[src/rtl/hbridge_pkg.sv]
// Shared state codes, gate patterns and bit positions for the H-bridge sequencer.
package hbridge_pkg;

    typedef enum logic [2:0] {
        ST_IDLE  = 3'd0,
        ST_BOOT  = 3'd1,
        ST_GAP_A = 3'd2,
        ST_PRECH = 3'd3,
        ST_GAP_B = 3'd4,
        ST_RUN   = 3'd5,
        ST_FAULT = 3'd7
    } state_t;

    // Gate words are {Q4,Q3,Q2,Q1}
    localparam logic [3:0] Q_OFF   = 4'b0000;
    localparam logic [3:0] Q_BOOT  = 4'b1100;
    localparam logic [3:0] Q_PRECH = 4'b1001;

    localparam int Q1_IDX = 0;
    localparam int Q2_IDX = 1;
    localparam int Q3_IDX = 2;
    localparam int Q4_IDX = 3;

    // Q1/Q3 share one leg, Q2/Q4 the other; both on in a leg shorts the rail.
    function automatic logic is_shoot_through(input logic [3:0] q);
        return (q[Q1_IDX] & q[Q3_IDX]) | (q[Q2_IDX] & q[Q4_IDX]);
    endfunction

endpackage

[src/rtl/hbridge_sequencer_phase_timer.sv]
// Phase timer: counts cycles since the last clear, holds at limit-1 so it never wraps.
module phase_timer #(
    parameter int CNT_W = 20
) (
    input  logic             i_CLK,
    input  logic             i_RST,
    input  logic             i_clear,
    input  logic [CNT_W-1:0] i_limit,
    output logic             o_done
);

    logic [CNT_W-1:0] cnt;

    assign o_done = (cnt == i_limit - CNT_W'(1));

    // Count up from zero after a clear, stop once the terminal value is reached
    always_ff @(posedge i_CLK) begin
        if (i_RST || i_clear) begin
            cnt <= '0;
        end else if (!o_done) begin
            cnt <= cnt + CNT_W'(1);
        end
    end

endmodule

[src/rtl/hbridge_sequencer.sv]
// H-bridge start-up / run / fault sequencer sitting between the controller gate word and the pins.
//
// state   | meaning
// IDLE    | all gates off, waiting for enable
// BOOT    | low sides on, charging bootstrap caps
// GAP_A   | all-off gap before pre-charge
// PRECH   | Q1+Q4 on, pre-charging tank in sigma=1
// GAP_B   | all-off gap before handing over
// RUN     | controller word passed through, controller out of reset
// FAULT   | latched all-off until hold time elapsed and enable dropped
module hbridge_sequencer
    import hbridge_pkg::*;
#(
    parameter int T_BOOT       = 1000,
    parameter int T_PRECH      = 600,
    parameter int DEADTIME     = 8,
    parameter int T_FAULT_HOLD = 100000,
    parameter int CNT_W        = 20
) (
    input  logic       i_CLK,
    input  logic       i_RST,
    input  logic       i_enable,
    input  logic [3:0] i_Q_ctrl,
    input  logic       i_fault_ext,
    output logic [3:0] o_Q,
    output logic       o_ctrl_rst,
    output logic       o_fault,
    output logic [2:0] o_state
);

    localparam logic [CNT_W-1:0] LIM_BOOT  = CNT_W'(T_BOOT);
    localparam logic [CNT_W-1:0] LIM_PRECH = CNT_W'(T_PRECH);
    localparam logic [CNT_W-1:0] LIM_GAP   = CNT_W'(DEADTIME);
    localparam logic [CNT_W-1:0] LIM_FAULT = CNT_W'(T_FAULT_HOLD);

    state_t           state_q;
    state_t           state_nxt;
    state_t           state_cand;
    logic [CNT_W-1:0] limit;
    logic             done;
    logic             fault_hit;
    logic [3:0]       q_nxt;
    logic [3:0]       q_reg;
    logic             ctrl_rst_q;
    logic             fault_q;

    // Phase length for the state currently being timed
    always_comb begin
        limit = CNT_W'(1);
        case (state_q)
            ST_BOOT:  limit = LIM_BOOT;
            ST_GAP_A: limit = LIM_GAP;
            ST_PRECH: limit = LIM_PRECH;
            ST_GAP_B: limit = LIM_GAP;
            ST_FAULT: limit = LIM_FAULT;
            default:  limit = CNT_W'(1);
        endcase
    end

    phase_timer #(
        .CNT_W (CNT_W)
    ) u_phase_timer (
        .i_CLK   (i_CLK),
        .i_RST   (i_RST),
        .i_clear (state_nxt != state_q),
        .i_limit (limit),
        .o_done  (done)
    );

    // Next state and next output word; faults override enable, enable overrides timers
    always_comb begin
        state_cand = state_q;
        state_nxt  = state_q;
        q_nxt      = Q_OFF;
        if (state_q == ST_FAULT) begin
            state_cand = (done && !i_enable) ? ST_IDLE : ST_FAULT;
        end else if (!i_enable) begin
            state_cand = ST_IDLE;
        end else begin
            case (state_q)
                ST_IDLE:  state_cand = ST_BOOT;
                ST_BOOT:  state_cand = done ? ST_GAP_A : ST_BOOT;
                ST_GAP_A: state_cand = done ? ST_PRECH : ST_GAP_A;
                ST_PRECH: state_cand = done ? ST_GAP_B : ST_PRECH;
                ST_GAP_B: state_cand = done ? ST_RUN : ST_GAP_B;
                ST_RUN:   state_cand = ST_RUN;
                default:  state_cand = ST_IDLE;
            endcase
        end
        // Also screen the word on RUN entry so an illegal word can never be latched into o_Q
        fault_hit = i_fault_ext
                  | (is_shoot_through(i_Q_ctrl) & ((state_q == ST_RUN) | (state_cand == ST_RUN)));
        state_nxt = fault_hit ? ST_FAULT : state_cand;
        case (state_nxt)
            ST_BOOT:  q_nxt = Q_BOOT;
            ST_PRECH: q_nxt = Q_PRECH;
            ST_RUN:   q_nxt = i_Q_ctrl;
            default:  q_nxt = Q_OFF;
        endcase
    end

    // State register and outputs decoded from next state so they move together
    always_ff @(posedge i_CLK) begin
        if (i_RST) begin
            state_q    <= ST_IDLE;
            q_reg      <= Q_OFF;
            ctrl_rst_q <= 1'b1;
            fault_q    <= 1'b0;
        end else begin
            state_q    <= state_nxt;
            q_reg      <= q_nxt;
            ctrl_rst_q <= (state_nxt != ST_RUN);
            fault_q    <= (state_nxt == ST_FAULT);
        end
    end

    assign o_Q        = q_reg;
    assign o_ctrl_rst = ctrl_rst_q;
    assign o_fault    = fault_q;
    assign o_state    = state_q;

endmodule

[config.mk]
export PLATFORM = sky130hd
export DESIGN_NAME = hbridge_sequencer
export DESIGN_NICKNAME = d
export VERILOG_FILES = /design/src/rtl/hbridge_pkg.sv /design/src/rtl/hbridge_sequencer_phase_timer.sv /design/src/rtl/hbridge_sequencer.sv
export SDC_FILE = /design/constraint.sdc
export NUM_CORES = 1
export LEC_CHECK = 0
export ABC_AREA = 0
export ABC_CLOCK_PERIOD_IN_PS = 6080
export BUFFER_PORTS_ARGS = -buffer_cell sky130_fd_sc_hd__buf_2
export CORE_UTILIZATION = 49
export CTS_CLUSTER_SIZE = 8
export DETAILED_ROUTE_END_ITERATION = 10
export GPL_ROUTABILITY_DRIVEN = 1
export PLACE_DENSITY = 0.68
export SETUP_SLACK_MARGIN = 0.5
export SYNTH_ARGS = -nofsm -noshare
export SYNTH_HDL_FRONTEND = slang
export SYNTH_SLANG_ARGS = --single-unit
export TNS_END_PERCENT = 30
[constraint.sdc]
create_clock -name i_CLK -period 6.08 [get_ports i_CLK]
set_input_delay 0 -clock i_CLK [delete_from_list [all_inputs] [get_ports i_CLK]]
set_output_delay 0 -clock i_CLK [all_outputs]
set_load 0.02 [all_outputs]
==> key figures <==
Outcome
  – Outcome: finished, final reports clean

Yosys
  – Post-synth top area share: 0.336
  – Syn_nets: 223
  – Synth warn: 0
  – Biggest area consumer among synthesized cells: dfxtp_1
  – Post-synth EDFFs: 0
  – Largest cells by area after synthesis: dfxtp_1 34%, nor2_1 6.5%, xor2_1 5.6%, xnor2_1 4.6%, nand2_1 3.3%
  – Register area share after synthesis: 0.336
  – Synth unique cells: 56
  – Syn Area/Cell: 8.09 um^2
  – #FFs+latches synth: 29
  – Post-Synthesis Cell Area: 1730 um^2
  – Post-Synthesis Cells: 214
  – Most common flop cell mapped by yosys: dfxtp_1
  – Asr flop ratio synth: 0

Place
  – Placer Congestion: 0.874
  – Dpl ws: 2.37 ns
  – Hpwl dp: 2860 um
  – Placed cells: 264
  – IO Port Bufs: 16

Clock network
  – Clock sinks: 29
  – Max clock buf depth: 2
  – CTS tree: built
  – H-tree depth: 2
  – Root buffer cell: clkbuf_4
  – Worst-Skew Late Latency: 0.33 ns
  – Clk slew on worst S/H paths: 0.09 ns
  – Num CTS Buffers: 5
  – Post-CTS Setup Bufs: 0

Final layout
  – Fin nets: 237
  – Share of layout cells above drive strength 1: 0.140
  – Layout Cells excl Fill: 275
  – Layout Area Growth over Synthesis: 10.4%
  – Antenna diodes: 0

Power and ir drop
  – Net Sw Frac: 0.386
  – Int Pwr: 0.333 mW
  – P_sw: 0.209 mW
  – P per Cell Area: 284 nW/um^2
  – Combinational power share: 0.339
  – Sequential power share: 0.417
  – Worst VDD drop: 0.181 mV
  – Lkg Pwr: between 0.6 and 0.7 nW
  – Clock share of power: 0.244

Job
  – Max cap viols: 0

Setup path
  – Worst Path Required: 6.30 ns
  – Startpoint class of the critical path: register
  – Crit-path max FO: 22
  – CP endpoint kind: register
  – WP data arrival: between 3 and 4 ns
  – CP Class: register to register

Route
  – Drt first pass iters: 4
  – Drt initial violations: 94
  – Routed WL: 3940 um
  – Vias per inst: 5.79
  – Post-route ant nets: 0
  – Residual DRC: 0
  – Via count: 1593
  – Routed WL per cell: approximately 14 um

Global route
  – Vias in the first global route: 1427
  – Largest net degree at the start of global routing: 23
  – Initial antenna violation count: 0
  – Global Route Usage Sum: 0.238
  – First-pass GRT wire length: 6490 um
  – Grt ovf: 0

Floorplanning
  – Die H: slightly above 60 um
  – Die area: 3770 um^2
  – Core Region: about 3400 um^2
  – Die X: 61.4 um
  – I/O pin cnt: 17
  – Initial Util: 0.515
  – Placement row count: 21

Timing
  – Final setup fails: 0
  – Worst Max-Slew Pin Slew: between 0.8 and 0.9 ns
  – Clock skew: 0.00960 ns
  – Final Max Tran Viols: 0
  – Fin crit period: about 3.7 ns
  – Final worst slack: 2.34 ns
  – Fin crit share: 0.614
  – Slew Limit Headroom: 0.453
  – Final hold vios: 0
  – Max Fclk: around 0.27 GHz
  – RSZ-0062 raised after global routing: no
  – Setup TNS: 0 ns

Min path
  – Hold Crit Class: input pin to register
[final cells by class]
type / instances / area, um^2
Clock buffer: 7 / 65.1
Clock inverter: 1 / 5.00
Fill cell: 349 / 1450
Inverter: 9 / 33.8
Multi-Input combinational cell: 163 / 1050
Sequential cell: 29 / 581
Tap cell: 46 / 57.6
Timing Repair Buffer: 20 / 118
[cell usage in the layout, fill, tap and decap left out, drive strengths merged, types with 5 or more instances in the layout]
cell    instances
nand2          15
buf            17
dfxtp          29
o21ai           9
inv             9
nand4           5
nor4            5
a21oi           8
clkbuf          7
nand3           7
nor2           30
xor2           11
nor3           10
a211oi          5
xnor2          10
[routing by layer]
layer | GRT usage | share of wire
met1 | 0.326 | 0.47
met2 | 0.363 | 0.45
met3 | 0.0630 | 0.062
met4 | 0.0794 | 0.014
met5 | 0 | 0
[worst max-delay path: stages, from the launching register on]
cell and delay, ns:
dfxtp_1 0.80, nand3_1 0.28, o41ai_1 0.13, nand4_1 0.13, or4b_4 0.63, nor2_1 0.47, o211ai_1 0.17, a2bb2oi_1 0.64
buf_4 0.30, nor2_1 0.07
[sequential cells by signal, summed over array words and instances, names as in the netlist]
register,count
u_phase_timer.cnt,20
o_Q,4
o_state,3
o_ctrl_rst,1
o_fault,1
[power groups by stage]
stage          Sequential [mW]  Combinational, mW  Clock [mW]
3_3_place_gp             0.229              0.173           0
5_1_grt                  0.229              0.201       0.141
4_1_cts                  0.226              0.181       0.134
3_5_place_dp             0.230              0.177           0
2_1_floorplan            0.222              0.152           0
6_report                 0.227              0.184       0.132
[Yosys cell counts, types with 2 or more instances]
cell,n
nor2_1,30
dfxtp_1,29
nand2_1,15
xor2_1,11
nor3_1,9
xnor2_1,9
a21oi_1,8
clkbuf_1,8
inv_1,8
nand3_1,7
o21ai_0,7
a211oi_1,5
nand4_1,5
nor4_1,4
a31oi_1,3
nand2b_1,3
o21a_1,3
o22ai_1,3
a21boi_0,2
a21o_1,2
a22oi_1,2
and3_1,2
buf_4,2
nor3b_1,2
o211ai_1,2
o21ai_1,2
o21bai_1,2
[stage by stage]
stage          hold slack [ns]   util  power, mW  area [um^2]
3_5_place_dp             0.230  0.538      0.407         1810
6_report                0.0924  0.568      0.543         1910
5_1_grt                  0.117  0.568      0.571         1910
3_3_place_gp             0.233  0.538      0.403         1810
4_1_cts                 0.0788  0.568      0.541         1910
2_1_floorplan           0.0724      -      0.374         1730
[path summary, 6_finish.rpt]
check,start,end,slack (ns),cells after the start
setup / recovery,o_state[1],u_phase_timer.cnt[10],2.34,9
hold / removal,i_Q_ctrl[3],o_Q[3],0.09,4
setup reg to reg,o_state[1],u_phase_timer.cnt[10],2.34,9
hold reg to reg,u_phase_timer.cnt[19],u_phase_timer.cnt[19],0.52,2
[repair_timing]
action                    4_1_cts  5_1_grt
hold endpoints to repair        6        0
gates resized for setup         0        0
hold buffers                    3        0
[cell families after synthesis]
kind of cell | share of synthesized area
flip-flops | 0.336
AND/OR/NAND/NOR | 0.249
buffers and inverters | 0.0571
XOR/XNOR | 0.111
AO/OA/AOI/OAI | 0.234
multiplexers | 0.00578
adder cells (fa/ha/maj) | 0.00723
Note: power is estimated with default switching activity, not from simulation.
